$ cat src/rtl/sargantana_icache_pkg.sv
// Shared constants and types for the Sargantana instruction cache.
package sargantana_icache_pkg;

  localparam int ICACHE_IDX_WIDTH = 6;
  localparam int ICACHE_N_WAY     = 4;
  localparam int WAY_W            = $clog2(ICACHE_N_WAY);

  typedef logic [ICACHE_IDX_WIDTH-1:0] idx_t;
  typedef logic [WAY_W-1:0]            way_t;

  typedef enum logic [2:0] {
    ST_IDLE        = 3'd0,
    ST_COMPARE     = 3'd1,
    ST_MISS_REQ    = 3'd2,
    ST_REFILL_WAIT = 3'd3,
    ST_DRAIN       = 3'd4,
    ST_FLUSH       = 3'd5
  } ictrl_state_t;

endpackage

$ cat src/rtl/sargantana_icache_ctrl_fsm_if.sv
// Core, L2 refill and array/replacement-unit signals of the icache control FSM.
interface sargantana_icache_ctrl_fsm_if;
  import sargantana_icache_pkg::*;

  // core request / response
  logic req_valid_i;
  idx_t req_idx_i;
  logic req_ready_o;
  logic kill_i;
  logic flush_i;
  logic resp_valid_o;
  logic busy_o;

  // arrays and replacement unit
  logic cache_hit_i;
  way_t way_to_replace_d_i;
  way_t way_to_replace_q_o;
  logic cache_rd_ena_o;
  logic cache_wr_ena_o;
  logic cmp_en_q_o;
  logic flush_ena_o;
  logic inval_o;
  idx_t cline_index_o;

  // L2 refill
  logic ifill_req_valid_o;
  logic ifill_req_ready_i;
  idx_t ifill_req_idx_o;
  logic ifill_resp_valid_i;

  // the control FSM
  modport slave (
    input  req_valid_i, req_idx_i, kill_i, flush_i, cache_hit_i,
           way_to_replace_d_i, ifill_req_ready_i, ifill_resp_valid_i,
    output req_ready_o, resp_valid_o, busy_o, way_to_replace_q_o,
           cache_rd_ena_o, cache_wr_ena_o, cmp_en_q_o, flush_ena_o,
           inval_o, cline_index_o, ifill_req_valid_o, ifill_req_idx_o
  );

  // the environment driving the FSM
  modport master (
    output req_valid_i, req_idx_i, kill_i, flush_i, cache_hit_i,
           way_to_replace_d_i, ifill_req_ready_i, ifill_resp_valid_i,
    input  req_ready_o, resp_valid_o, busy_o, way_to_replace_q_o,
           cache_rd_ena_o, cache_wr_ena_o, cmp_en_q_o, flush_ena_o,
           inval_o, cline_index_o, ifill_req_valid_o, ifill_req_idx_o
  );

endinterface

$ cat src/rtl/sargantana_icache_ctrl_fsm.sv
// Instruction-cache control FSM: lookup, L2 refill, kill draining and full flush walk.
module sargantana_icache_ctrl_fsm
  import sargantana_icache_pkg::*;
(
  input  logic                        clk_i,
  input  logic                        rstn_i,
  sargantana_icache_ctrl_fsm_if.slave bus
);

  ictrl_state_t state_q, state_d;
  idx_t         idx_q, idx_d;
  idx_t         cnt_q, cnt_d;
  logic         flush_pend_q, flush_pend_d;
  way_t         way_to_replace_q;

  logic req_ready, rd_ena, wr_ena, cmp_en, flush_ena, inval, fill_valid, resp_valid;
  idx_t cline_index;

  // Next state and combinational control outputs from state and same-cycle inputs.
  always_comb begin
    state_d      = state_q;
    idx_d        = idx_q;
    cnt_d        = cnt_q;
    flush_pend_d = flush_pend_q;
    req_ready    = 1'b0;
    rd_ena       = 1'b0;
    wr_ena       = 1'b0;
    cmp_en       = 1'b0;
    flush_ena    = 1'b0;
    inval        = 1'b0;
    fill_valid   = 1'b0;
    resp_valid   = 1'b0;
    cline_index  = idx_q;

    // A flush seen while busy is remembered and serviced from the next IDLE cycle.
    if (bus.flush_i && (state_q != ST_IDLE)) begin
      flush_pend_d = 1'b1;
    end

    case (state_q)
      ST_IDLE: begin
        if (bus.flush_i || flush_pend_q) begin
          state_d      = ST_FLUSH;
          cnt_d        = '0;
          flush_pend_d = 1'b0;
        end else if (bus.req_valid_i) begin
          req_ready   = 1'b1;
          rd_ena      = 1'b1;
          idx_d       = bus.req_idx_i;
          cline_index = bus.req_idx_i;
          state_d     = ST_COMPARE;
        end
      end
      ST_COMPARE: begin
        cmp_en = 1'b1;
        if (bus.kill_i) begin
          state_d = ST_IDLE;
        end else if (bus.cache_hit_i) begin
          resp_valid = 1'b1;
          state_d    = ST_IDLE;
        end else begin
          state_d = ST_MISS_REQ;
        end
      end
      ST_MISS_REQ: begin
        // A kill withdraws the request unless L2 accepts it in the same cycle.
        fill_valid = !bus.kill_i || bus.ifill_req_ready_i;
        if (bus.ifill_req_ready_i) begin
          state_d = bus.kill_i ? ST_DRAIN : ST_REFILL_WAIT;
        end else if (bus.kill_i) begin
          state_d = ST_IDLE;
        end
      end
      ST_REFILL_WAIT: begin
        if (bus.ifill_resp_valid_i) begin
          wr_ena     = 1'b1;
          resp_valid = 1'b1;
          state_d    = ST_IDLE;
        end else if (bus.kill_i) begin
          state_d = ST_DRAIN;
        end
      end
      ST_DRAIN: begin
        // The outstanding refill is swallowed without touching the arrays.
        flush_ena = 1'b1;
        if (bus.ifill_resp_valid_i) begin
          state_d = ST_IDLE;
        end
      end
      ST_FLUSH: begin
        inval       = 1'b1;
        cline_index = cnt_q;
        cnt_d       = cnt_q + idx_t'(1);
        if (&cnt_q) begin
          state_d = ST_IDLE;
        end
      end
      default: begin
        state_d = ST_IDLE;
      end
    endcase
  end

  // State, latched index, flush counter, pending flush and replacement-way registers.
  always_ff @(posedge clk_i or negedge rstn_i) begin
    if (!rstn_i) begin
      state_q          <= ST_IDLE;
      idx_q            <= '0;
      cnt_q            <= '0;
      flush_pend_q     <= 1'b0;
      way_to_replace_q <= '0;
    end else begin
      state_q          <= state_d;
      idx_q            <= idx_d;
      cnt_q            <= cnt_d;
      flush_pend_q     <= flush_pend_d;
      way_to_replace_q <= bus.way_to_replace_d_i;
    end
  end

  // Outputs are forced low while reset is held, independent of the inputs.
  assign bus.req_ready_o        = rstn_i & req_ready;
  assign bus.cache_rd_ena_o     = rstn_i & rd_ena;
  assign bus.cache_wr_ena_o     = rstn_i & wr_ena;
  assign bus.cmp_en_q_o         = rstn_i & cmp_en;
  assign bus.flush_ena_o        = rstn_i & flush_ena;
  assign bus.inval_o            = rstn_i & inval;
  assign bus.ifill_req_valid_o  = rstn_i & fill_valid;
  assign bus.resp_valid_o       = rstn_i & resp_valid;
  assign bus.busy_o             = rstn_i & ((state_q != ST_IDLE) || flush_pend_q);
  assign bus.cline_index_o      = rstn_i ? cline_index : '0;
  assign bus.ifill_req_idx_o    = (rstn_i && fill_valid) ? idx_q : '0;
  assign bus.way_to_replace_q_o = way_to_replace_q;

endmodule

$ cat src/flat_wrapper.sv
// flat-port wrapper written by rule: the top's interface ports become plain ports
module sargantana_icache_ctrl_fsm_flat import sargantana_icache_pkg::*;
  (clk_i, rstn_i, bus_req_valid_i, bus_req_idx_i, bus_kill_i, bus_flush_i, bus_cache_hit_i, bus_way_to_replace_d_i, bus_ifill_req_ready_i, bus_ifill_resp_valid_i, bus_req_ready_o, bus_resp_valid_o, bus_busy_o, bus_way_to_replace_q_o, bus_cache_rd_ena_o, bus_cache_wr_ena_o, bus_cmp_en_q_o, bus_flush_ena_o, bus_inval_o, bus_cline_index_o, bus_ifill_req_valid_o, bus_ifill_req_idx_o);
  sargantana_icache_ctrl_fsm_if bus_i ();
  input  logic clk_i;
  input  logic rstn_i;
  input wire logic [$bits(bus_i.req_valid_i)-1:0] bus_req_valid_i;
  input wire logic [$bits(bus_i.req_idx_i)-1:0] bus_req_idx_i;
  input wire logic [$bits(bus_i.kill_i)-1:0] bus_kill_i;
  input wire logic [$bits(bus_i.flush_i)-1:0] bus_flush_i;
  input wire logic [$bits(bus_i.cache_hit_i)-1:0] bus_cache_hit_i;
  input wire logic [$bits(bus_i.way_to_replace_d_i)-1:0] bus_way_to_replace_d_i;
  input wire logic [$bits(bus_i.ifill_req_ready_i)-1:0] bus_ifill_req_ready_i;
  input wire logic [$bits(bus_i.ifill_resp_valid_i)-1:0] bus_ifill_resp_valid_i;
  output wire logic [$bits(bus_i.req_ready_o)-1:0] bus_req_ready_o;
  output wire logic [$bits(bus_i.resp_valid_o)-1:0] bus_resp_valid_o;
  output wire logic [$bits(bus_i.busy_o)-1:0] bus_busy_o;
  output wire logic [$bits(bus_i.way_to_replace_q_o)-1:0] bus_way_to_replace_q_o;
  output wire logic [$bits(bus_i.cache_rd_ena_o)-1:0] bus_cache_rd_ena_o;
  output wire logic [$bits(bus_i.cache_wr_ena_o)-1:0] bus_cache_wr_ena_o;
  output wire logic [$bits(bus_i.cmp_en_q_o)-1:0] bus_cmp_en_q_o;
  output wire logic [$bits(bus_i.flush_ena_o)-1:0] bus_flush_ena_o;
  output wire logic [$bits(bus_i.inval_o)-1:0] bus_inval_o;
  output wire logic [$bits(bus_i.cline_index_o)-1:0] bus_cline_index_o;
  output wire logic [$bits(bus_i.ifill_req_valid_o)-1:0] bus_ifill_req_valid_o;
  output wire logic [$bits(bus_i.ifill_req_idx_o)-1:0] bus_ifill_req_idx_o;
  assign bus_i.req_valid_i = bus_req_valid_i;
  assign bus_i.req_idx_i = bus_req_idx_i;
  assign bus_i.kill_i = bus_kill_i;
  assign bus_i.flush_i = bus_flush_i;
  assign bus_i.cache_hit_i = bus_cache_hit_i;
  assign bus_i.way_to_replace_d_i = bus_way_to_replace_d_i;
  assign bus_i.ifill_req_ready_i = bus_ifill_req_ready_i;
  assign bus_i.ifill_resp_valid_i = bus_ifill_resp_valid_i;
  assign bus_req_ready_o = bus_i.req_ready_o;
  assign bus_resp_valid_o = bus_i.resp_valid_o;
  assign bus_busy_o = bus_i.busy_o;
  assign bus_way_to_replace_q_o = bus_i.way_to_replace_q_o;
  assign bus_cache_rd_ena_o = bus_i.cache_rd_ena_o;
  assign bus_cache_wr_ena_o = bus_i.cache_wr_ena_o;
  assign bus_cmp_en_q_o = bus_i.cmp_en_q_o;
  assign bus_flush_ena_o = bus_i.flush_ena_o;
  assign bus_inval_o = bus_i.inval_o;
  assign bus_cline_index_o = bus_i.cline_index_o;
  assign bus_ifill_req_valid_o = bus_i.ifill_req_valid_o;
  assign bus_ifill_req_idx_o = bus_i.ifill_req_idx_o;
  sargantana_icache_ctrl_fsm u_core (.clk_i(clk_i), .rstn_i(rstn_i), .bus(bus_i));
endmodule
$ cat config.mk
export PLATFORM = sky130hd
export DESIGN_NAME = sargantana_icache_ctrl_fsm_flat
export DESIGN_NICKNAME = d
export VERILOG_FILES = /design/src/rtl/sargantana_icache_pkg.sv /design/src/rtl/sargantana_icache_ctrl_fsm_if.sv /design/src/rtl/sargantana_icache_ctrl_fsm.sv /design/src/flat_wrapper.sv
export SDC_FILE = /design/constraint.sdc
export NUM_CORES = 1
export LEC_CHECK = 0
export ABC_AREA = 1
export BUFFER_PORTS_ARGS = -buffer_cell sky130_fd_sc_hd__clkbuf_2
export CORE_MARGIN = 2
export CORE_UTILIZATION = 45
export DETAILED_ROUTE_END_ITERATION = 12
export GPL_TIMING_DRIVEN = 0
export PLACE_DENSITY = 0.75
export RECOVER_POWER = 100
export REMOVE_ABC_BUFFERS = 1
export SYNTH_ARGS = -nofsm -noshare
export SYNTH_HDL_FRONTEND = slang
export SYNTH_SLANG_ARGS = --single-unit
$ cat constraint.sdc
create_clock -name clk_i -period 1.35 [get_ports clk_i]
set_clock_uncertainty 0.2 [all_clocks]
set_input_delay 0.2025 -clock clk_i [delete_from_list [all_inputs] [get_ports clk_i]]
set_output_delay 0.2025 -clock clk_i [all_outputs]
set_load 0.02 [all_outputs]
==> impl_results.md <==
- GR Overflow Total: 0
- Distinct cell type count after synthesis: 28
- Worst R2R End: u_core.state_q[2]
- Max H-tree Level: 1
- Max-cap violation count: 0
- Finished Core Util: 79.3%
- Final setup fails: 37
- Mux cell area share after synthesis: 0%
- Gr busiest metal: met2
- RSZ-0062 raised after global routing: true
- Clk Latency, worst-skew pair: 0.30 ns
- Initial Utilization: 48.2%
- Via count: 1491
- Post-synth top area share: 37.3%
- Grt met2 use: 41.7%
- Compound-cell area share of the yosys netlist: 14.5%
- Hpwl dp: 2160 µm
- Mapped Cells: 177
- Final period util: 155%
- Fin Setup TNS: -16.14 ns
- Critical R2R Launch: u_core.state_q[0]
- Netlist Area Pre-Place: 0.00121 mm²
- PwrDens: 2070 mW/mm²
- Hold_ws: -0.0345 ns
- Final net count: 259
- All-Layer GR Usage: 25.6%
- Antenna violations before repair: 0
- CTS tree: yes
- Syn Area/Cell: 6.81 µm²
- Rows: 18
- Placer Congestion: 0.868
- Fin crit period: 2.09 ns
- Fmax: 478 MHz
- Pin count of the biggest net entering global routing: 19
- Slowest CP cell: dfrtp_2
- Clock Sinks: 18
- Simple logic cell fraction of the synthesized area: 35.1%
- Failing checks: hold timing, setup timing
- Hold Violations, Final: 4
- Rel. slew slack: 44.6%
- DIE WIDTH: 55.8 µm
- Synthesis-to-finish area growth: 64.3%
- Crit Path Max Fanout: 6
- Synth area leader: dfrtp_1
- CP peak stage delay: 0.49 ns
- Critical Path Sink: bus_cline_index_o[5]
- TritonRoute pass-1 iters: 4
- Cell mode on critical path: nor2_1
- I/O Pins: 39
- CTS root buf: clkbuf_4
- DIE HEIGHT: 55.8 µm
- CTS Buffer Depth: 2
- CP Buf/Inv Count: 2
- Met3 Usage GRT: 6.51%
- Number of DRC markers in iteration 0: 66
- Final worst slack: -0.744 ns
- Yosys warnings: 0
- Largest cells by area after synthesis: dfrtp_1 (37%), nor2_1 (13%), nand2_1 (11%)
- DRT antenna net count: 0
- Met1 usage: 33.5%
- Highest-count cells in the layout ignoring fill and taps: nor2_1 (31), nand2_1 (23), buf_4 (20)
- Peak VDD IR: 1.82 mV
- Fraction of layout cells with a size suffix above 1: 48.5%
- Full die area: 0.00311 mm²
- Final wirelength: 4090 µm
- Number of buffers created by CTS: 3
- Core box area: 0.00250 mm²
- Worst Setup End Kind: output port
- Hold-fix buffers at CTS: 3
- Pins Over Slew Limit: 0
- CP Launch Point: u_core.state_q[0]
- Flops & latches, synth: 18
- CP startpoint kind: flop
- Least-Margin Pin Slew: 0.831 ns
- Main combinational cell family by area after synthesis: simple AND/OR/NAND/NOR gates
- Clk pin slew, worst setup/hold paths: 0.11 ns
- Routed length per placed instance: 15.1 µm
- Area share of xor/xnor cells in the synthesized design: 1.45%
- Hold Crit Class: primary input to flop
- Global-route wire length before repair: 6380 µm
- Port bufs: 38
- Vias in the first global route: 1396
- Most common cell after layout, fill and taps aside: nor2_1
- Sequential area share after synthesis: 37.3%
- DRC: 0
- Critical path arrival: 1.69 ns
- CP required: 0.95 ns
- Reg2Reg Setup Slack: -0.37 ns
- Antenna diode count: 0
- Family with the most delay on the worst path: simple AND/OR/NAND/NOR gates
- Critical-path cell list: nor2_4 -> nand2_8 -> inv_8 -> o21ai_2 -> nor2_1 -> nor2_1 -> nor2_1 -> buf_4
- WP depth: 8
- Reg2reg path depth: 10
- Vias per inst: 5.50
- Leakage: 0.990 nW
- Post-synthesis adder-cell area fraction: 1.04%
- Crit Path Class: flop to output port
- Status: finished, violations left
-- synth_stat cells --
| cell | count |
|---|---|
| nor2_1 | 41 |
| o21ai_0 | 18 |
| inv_2 | 4 |
| a21oi_2 | 1 |
| a31o_2 | 1 |
| buf_4 | 1 |
| nor3_1 | 2 |
| nand4_1 | 3 |
| inv_1 | 19 |
| nor3_2 | 1 |
| nor2_2 | 1 |
| o22ai_1 | 5 |
| nand2_1 | 34 |
| buf_2 | 1 |
| xor2_1 | 1 |
| a21oi_1 | 1 |
| dfrtp_1 | 18 |
| o21ai_2 | 3 |
| nand3_1 | 12 |
| buf_6 | 2 |
| xnor2_1 | 1 |
| inv_4 | 1 |
| nor2_4 | 1 |
| o21ai_1 | 1 |
| nand2_2 | 1 |
| nand3b_1 | 1 |
| ha_1 | 1 |
| nand2_4 | 1 |
-- cell type report --
| type | count | area [µm²] |
|---|---|---|
| Timing Repair inverter | 1 | 8.76 |
| Clock buffer | 4 | 36.3 |
| Sequential cell | 18 | 453 |
| Inverter | 24 | 110 |
| Timing Repair Buffer | 62 | 493 |
| Multi-Input combinational cell | 132 | 843 |
| Tap cell | 30 | 37.5 |
| Fill cell | 150 | 518 |
-- metrics by stage --
step                      cell area (µm²)  std cells  worst slack (ns)  hold slack (ns)  total power [mW]
after floorplan                      1170        173            -0.648           -0.293              2.04
after global placement               1400        241            -0.789          -0.0201              2.43
after detailed placement             1400        241            -0.807          -0.0113              2.45
after CTS                            1780        267            -0.671          -0.0353              3.53
after global routing                 1980        271            -0.856          -0.0378              4.36
final                                1980        271            -0.744          -0.0345              4.09
-- worst min path at each step --
stage / slack [ns] / to / cells past startpoint / from
after global routing: -0.04 / u_core.idx_q[0] / 3 / bus_req_idx_i[0]
after floorplan: -0.29 / u_core.bus.way_to_replace_q_o[0] / 0 / rstn_i
after CTS: -0.04 / u_core.idx_q[0] / 3 / bus_req_idx_i[0]
after global placement: -0.02 / u_core.idx_q[1] / 1 / rstn_i
after detailed placement: -0.01 / u_core.idx_q[1] / 1 / rstn_i
final: -0.03 / u_core.idx_q[0] / 3 / bus_req_idx_i[0]
-- worst register-to-register path: stages, from the launching register on --
cell	delay, ns
dfrtp_2	0.49
nor2_4	0.19
nand2_8	0.11
clkinv_4	0.08
buf_6	0.09
buf_6	0.11
nand2_1	0.06
nand2_1	0.09
nor2_2	0.05
nand3_1	0.08
nand2_1	0.06
-- report_power, final --
group	internal, mW	total, mW	switching, mW
Clock	0.165	0.347	0.182
Combinational	1.21	2.86	1.65
Sequential	0.715	0.892	0.177
Total	2.09	4.09	2.01
-- metal layers --
layer  vias up  share of wire (%)
met5         -                  0
met4         0                2.1
met1       709                 43
met2        68                 48
met3        15                6.5
li1        699                  -
-- registers in the layout, indices dropped and copies added (netlist names) --
signal	flops
u_core.bus.way_to_replace_q_o	2
u_core.idx_q	6
u_core.flush_pend_q	1
u_core.state_q	3
u_core.cnt_q	6
-- cells by family (layout without fill, tap and decap cells) --
group                      count (synthesis)  count (layout)
AOI/OAI and AO/OA                         30              30
xor gates and xnor gates                   2               2
adders and majority gates                  1               1
buffers and inverters                     28              91
DFF                                       18              18
and+or+nand+nor                           98              99
-- what timing repair did --
| item | 4_1_cts | 5_1_grt |
|---|---|---|
| pin swaps | 14 | 22 |
| setup buffers | 17 | 6 |
| hold endpoints to repair | 24 | 4 |
| gates cloned | 2 | 0 |
| endpoints found under the setup margin | 35 | 52 |
| gates resized for setup | 65 | 60 |
Power figures use the tool's default switching activity.
